File: config.mk
export PLATFORM = sky130hd
export DESIGN_NAME = dct2_2d_stream
export DESIGN_NICKNAME = d
export VERILOG_FILES = /design/src/rtl/dct2_2d_stream.sv
export SDC_FILE = /design/constraint.sdc
export NUM_CORES = 1
export LEC_CHECK = 0
export ABC_AREA = 1
export CORE_MARGIN = 1
export CORE_UTILIZATION = 30
export DETAILED_ROUTE_END_ITERATION = 10
export GPL_TIMING_DRIVEN = 0
export PLACE_DENSITY = 0.59
export SYNTH_ARGS = -nofsm -noshare
export SYNTH_HDL_FRONTEND = slang
export SYNTH_SLANG_ARGS = --single-unit
export TNS_END_PERCENT = 1
File: constraint.sdc
create_clock -name clk -period 4.8 [get_ports clk]
set_clock_uncertainty 0.2 [all_clocks]
set_input_delay 1.44 -clock clk [delete_from_list [all_inputs] [get_ports clk]]
set_output_delay 1.44 -clock clk [all_outputs]
set_load 0.01 [all_outputs]
File: src/rtl/dct2_2d_stream.sv
// Streaming NxN 2D DCT-II wrapper around an external combinational 1D core.
// Define DCT2_2D_SAT_EN to saturate pass-1 results instead of wrapping them.
module dct2_2d_stream #(
   parameter int N  = 8,
   parameter int W  = 8,
   parameter int CW = 16
) (
   input  logic            clk,
   input  logic            reset,
   input  logic            in_valid,
   output logic            in_ready,
   input  logic [N*W-1:0]  in_data,
   output logic            out_valid,
   input  logic            out_ready,
   output logic [N*CW-1:0] out_data,
   output logic            out_last,
   output logic            busy,
   output logic [N*W-1:0]  core_in,
   input  logic [N*CW-1:0] core_out
);

   localparam int RW = $clog2(N);
   localparam logic [RW-1:0] LAST = RW'(N - 1);
   localparam logic [RW-1:0] PREV = RW'(N - 2);

   typedef enum logic {LOAD, DRAIN} state_t;

   state_t        state;
   logic [RW-1:0] rc;
   logic [W-1:0]  mem [N][N];
   logic [N*W-1:0] row_q;

`ifdef DCT2_2D_SAT_EN
   localparam logic signed [CW-1:0] MAXV =
      {{(CW-W+1){1'b0}}, {(W-1){1'b1}}};
   localparam logic signed [CW-1:0] MINV =
      {{(CW-W+1){1'b1}}, {(W-1){1'b0}}};

   function automatic logic [W-1:0] narrow(
      input logic signed [CW-1:0] v
   );
      if (v > MAXV)
         narrow = MAXV[W-1:0];
      else if (v < MINV)
         narrow = MINV[W-1:0];
      else
         narrow = v[W-1:0];
   endfunction
`else
   function automatic logic [W-1:0] narrow(
      input logic [CW-1:0] v
   );
      narrow = v[W-1:0];
   endfunction
`endif

   always_comb begin
      row_q = '0;
      for (int j = 0; j < N; j++)
         row_q[(N-1-j)*W +: W] = mem[rc][j];
   end

   assign core_in  = (state == DRAIN) ? row_q : in_data;
   assign out_data = core_out;
   assign busy     = (state == DRAIN) || (rc != '0);

   // Pass-1 rows are stored transposed so pass 2 reads columns as rows.
   always_ff @(posedge clk) begin
      if (state == LOAD && in_valid) begin
         for (int c = 0; c < N; c++)
            mem[c][rc] <= narrow(core_out[(N-1-c)*CW +: CW]);
      end
   end

   always_ff @(posedge clk) begin
      if (!reset) begin
         state     <= LOAD;
         rc        <= '0;
         in_ready  <= 1'b1;
         out_valid <= 1'b0;
         out_last  <= 1'b0;
      end else begin
         unique case (state)
            LOAD: begin
               if (in_valid) begin
                  if (rc == LAST) begin
                     rc        <= '0;
                     state     <= DRAIN;
                     in_ready  <= 1'b0;
                     out_valid <= 1'b1;
                     out_last  <= 1'b0;
                  end else begin
                     rc <= rc + RW'(1);
                  end
               end
            end
            DRAIN: begin
               if (out_ready) begin
                  if (rc == LAST) begin
                     rc        <= '0;
                     state     <= LOAD;
                     in_ready  <= 1'b1;
                     out_valid <= 1'b0;
                     out_last  <= 1'b0;
                  end else begin
                     rc       <= rc + RW'(1);
                     out_last <= (rc == PREV);
                  end
               end
            end
            default: state <= LOAD;
         endcase
      end
   end

endmodule

==> reports/results.ini <==
[grt]
grt_max_degree=36
grt_pass1_wl_mm=124.4
grt_use_total_pct=22.45
grt_pass1_vias=16510
overflow=0
antenna_found_initial=17

[synthesis]
yosysTopAreaCellShare_pct=64.59
avgSynthCellArea_um2=10.12
ys_ff_latch=522
synth_largest_area_cell=edfxtp_1
yosysUniqueCellTypes=21
syn_inst=2353
ys_warn_count=0
syn_area_um2=23800
synth_nets=2554
ys_seq_area_share_pct=65.43
synth.area.top_cells=edfxtp_1 (65%), nand2_1 (12%), nand3_1 (8.1%)

[setup_path]
reg2regPathDepth=5
start_kind=flop
max_stage_delay_ns=0.86
crit_fanout=10
path_common_cell=nand3_1
r2r-end=mem[5][54]
crit_path_end_kind=output pin
r2r_setup_slack_ns=1.92
crit_slowest_cell=clkbuf_1
cp_data_required_time_ns=3.16
cp.arrival_ns=3.25
r2r-start=state
path_cells=inv_2 > clkbuf_1 > nand3_1 > nand3_1 > nand2_1 > clkdlybuf4s50_1
critical_path_class=reg2out

[clocking]
cts_max_level=2
cts_buffer_depth=3
path_clk_slew_ns=0.06
clk_latency_ns=0.60
cts_buffers=53
cts_setup_buffers=0
cts_sinks=522
cts_tree=done
ctsHoldBuffers=0
clockRootBuffer=clkbuf_16

[floorplan]
core_um2=77980
ioPinCount=392
start_util_pct=30.53
die-width_um=283.7
rows=102
fp.dieH_um=283.7
dieArea_um2=80480

[finish]
nFillCells=7610
fin_nets=2948
regArea_um2=15570
fin_util_pct=38.93
finalNonFillerCells=3835
multi_input_area_um2=5094
drive_above_1_share_pct=11.29
syn2layout_area_growth_pct=27.54

[drt]
drt_iter0_drc=2573
drc=0
avgViaCountPerCell=4.733
wire_per_inst_um=24.20
routed_wl_mm=92.80
first_pass_iters=6
vias=18150
ant_nets=0

[timing]
worst_pin_slew_ns=1.103
fin_crit_sh_pct=101.9
layout_min_cycle_time_ns=4.891
drv_slew=0
setup_viol=6
relSlewSlack_pct=26.44
max_freq_ghz=0.2045
finalHoldViolCount=0
layout_setup_ws_ns=-0.09086
finalSetupTns_ns=-0.3067
rsz0062_at_grt=yes

[place]
dp_cells=3732
port-buffer-count=327
gp_congestion=0.9365
hpwl_mm=63.91

[worst_hold_path]
min_from=in_ready
hold-path-cell-count=2
min_to=in_ready
hp-class=reg2reg

[pwr]
peakVddDrop_uv=251.7
p_leak_nw=12.97
pwr_density_cell_nw_per_um2=354.5

[flow_run]
drv_cap=0

[run_status]
violations=setup timing
run_status=finished, violations left

==> sequential cells by signal, summed over array words and instances, names as in the netlist, named ones only <==
register   cells
mem          512
rc             3
out_last       1
out_valid      1
in_ready       1
state          1
==> cell families after synthesis <==
family / count (synthesis) / synth area share, %
AND/OR/NAND/NOR: 1178 / 20.61
buffers and inverters: 636 / 13.42
adder cells (fa/ha/maj): 5 / 0.2628
flip-flops: 522 / 65.43
AO/OA/AOI/OAI: 12 / 0.2734
==> cell type report <==
type / count / area share (%)
Tap cell: 1040 / 4.286
Clock buffer: 71 / 4.830
Antenna cell: 6 / 0.04946
Clock inverter: 26 / 0.7377
Buffer: 241 / 5.650
Timing Repair Buffer: 339 / 11.47
Sequential cell: 522 / 51.30
Multi-Input combinational cell: 1195 / 16.78
Inverter: 395 / 4.900
==> routing by layer <==
layer | vias to the layer above | track usage [%] | part of all wire, %
met5 | - | 0 | 0.013
met4 | 2 | 8.446 | 3.7
met3 | 151 | 5.177 | 13
met2 | 1202 | 36.84 | 47
met1 | 8564 | 28.71 | 37
li1 | 8231 | - | -
==> worst max path at each step <==
stage                       from            to  slack (ns)  depth (start not counted)
floorplan               in_valid     mem[0][0]       -0.29                          4
global placement        in_valid    mem[2][52]       -2.41                          5
detailed placement  core_out[52]  out_data[52]       -0.42                          3
CTS                  core_out[3]   out_data[3]       0.001                          3
global route               state   core_in[22]       -0.05                          7
finish                      flop   core_in[40]       -0.09                          6
==> through the flow <==
stage / power [mW] / hold slack (ns) / worst slack [ns] / cell area, µm²
6_report: 10.76 / 0.2717 / -0.09086 / 30360
5_1_grt: 11.04 / 0.2915 / -0.04719 / 30340
4_1_cts: 10.78 / 0.2728 / 0.001324 / 30350
3_5_place_dp: 6.770 / 0.2614 / -0.4206 / 28690
3_3_place_gp: 6.752 / 0.2526 / -2.415 / 28380
2_1_floorplan: 5.948 / 0.2820 / -0.2938 / 23800
==> critical path: cells and delay by family, from the launching register on <==
| family | cells | cell delay [ns] |
|---|---|---|
| flops | 1 | 0.32 |
| buf+inv | 3 | 1.73 |
| simple gates | 3 | 0.57 |
==> placed cells by master (no fill, tap or decap), types with 3 or more instances in the layout <==
cell | synthesis | final
clkbuf_8 | 0 | 3
clkbuf_2 | 0 | 6
o21ai_0 | 6 | 6
buf_1 | 17 | 15
inv_1 | 393 | 393
dlygate4sd2_1 | 0 | 40
ha_1 | 5 | 5
clkbuf_1 | 15 | 24
edfxtp_1 | 512 | 512
a21oi_1 | 4 | 4
clkbuf_16 | 0 | 55
dfxtp_1 | 10 | 10
clkdlybuf4s15_2 | 0 | 6
diode_2 | 0 | 6
buf_6 | 23 | 23
nor2_4 | 0 | 8
buf_2 | 38 | 40
nand3_1 | 385 | 385
nor2_1 | 13 | 5
clkdlybuf4s50_1 | 0 | 276
nand2_1 | 779 | 779
buf_12 | 1 | 11
clkinv_2 | 0 | 4
buf_4 | 145 | 145
bufinv_16 | 0 | 4
clkinv_1 | 0 | 14
clkinvlp_4 | 0 | 3
==> report_power, final <==
group | internal, mW | switching (mW)
registers | 5.14 | 0.0273
logic | 0.540 | 0.955
clock network | 2.35 | 1.75
==> repair_timing <==
action                     CTS  global route
cloned                       0             0
setup endpoints to repair   62            21
gates resized for setup     68            10
==> cell usage after synthesis, drive strengths merged <==
cell	n
a21boi	1
a21oi	4
buf	226
clkbuf	15
dfxtp	10
edfxtp	512
ha	5
inv	395
nand2	779
nand3	385
nand4	1
nor2	13
o21ai	6
o21bai	1
Note: power is estimated with default switching activity, not from simulation.
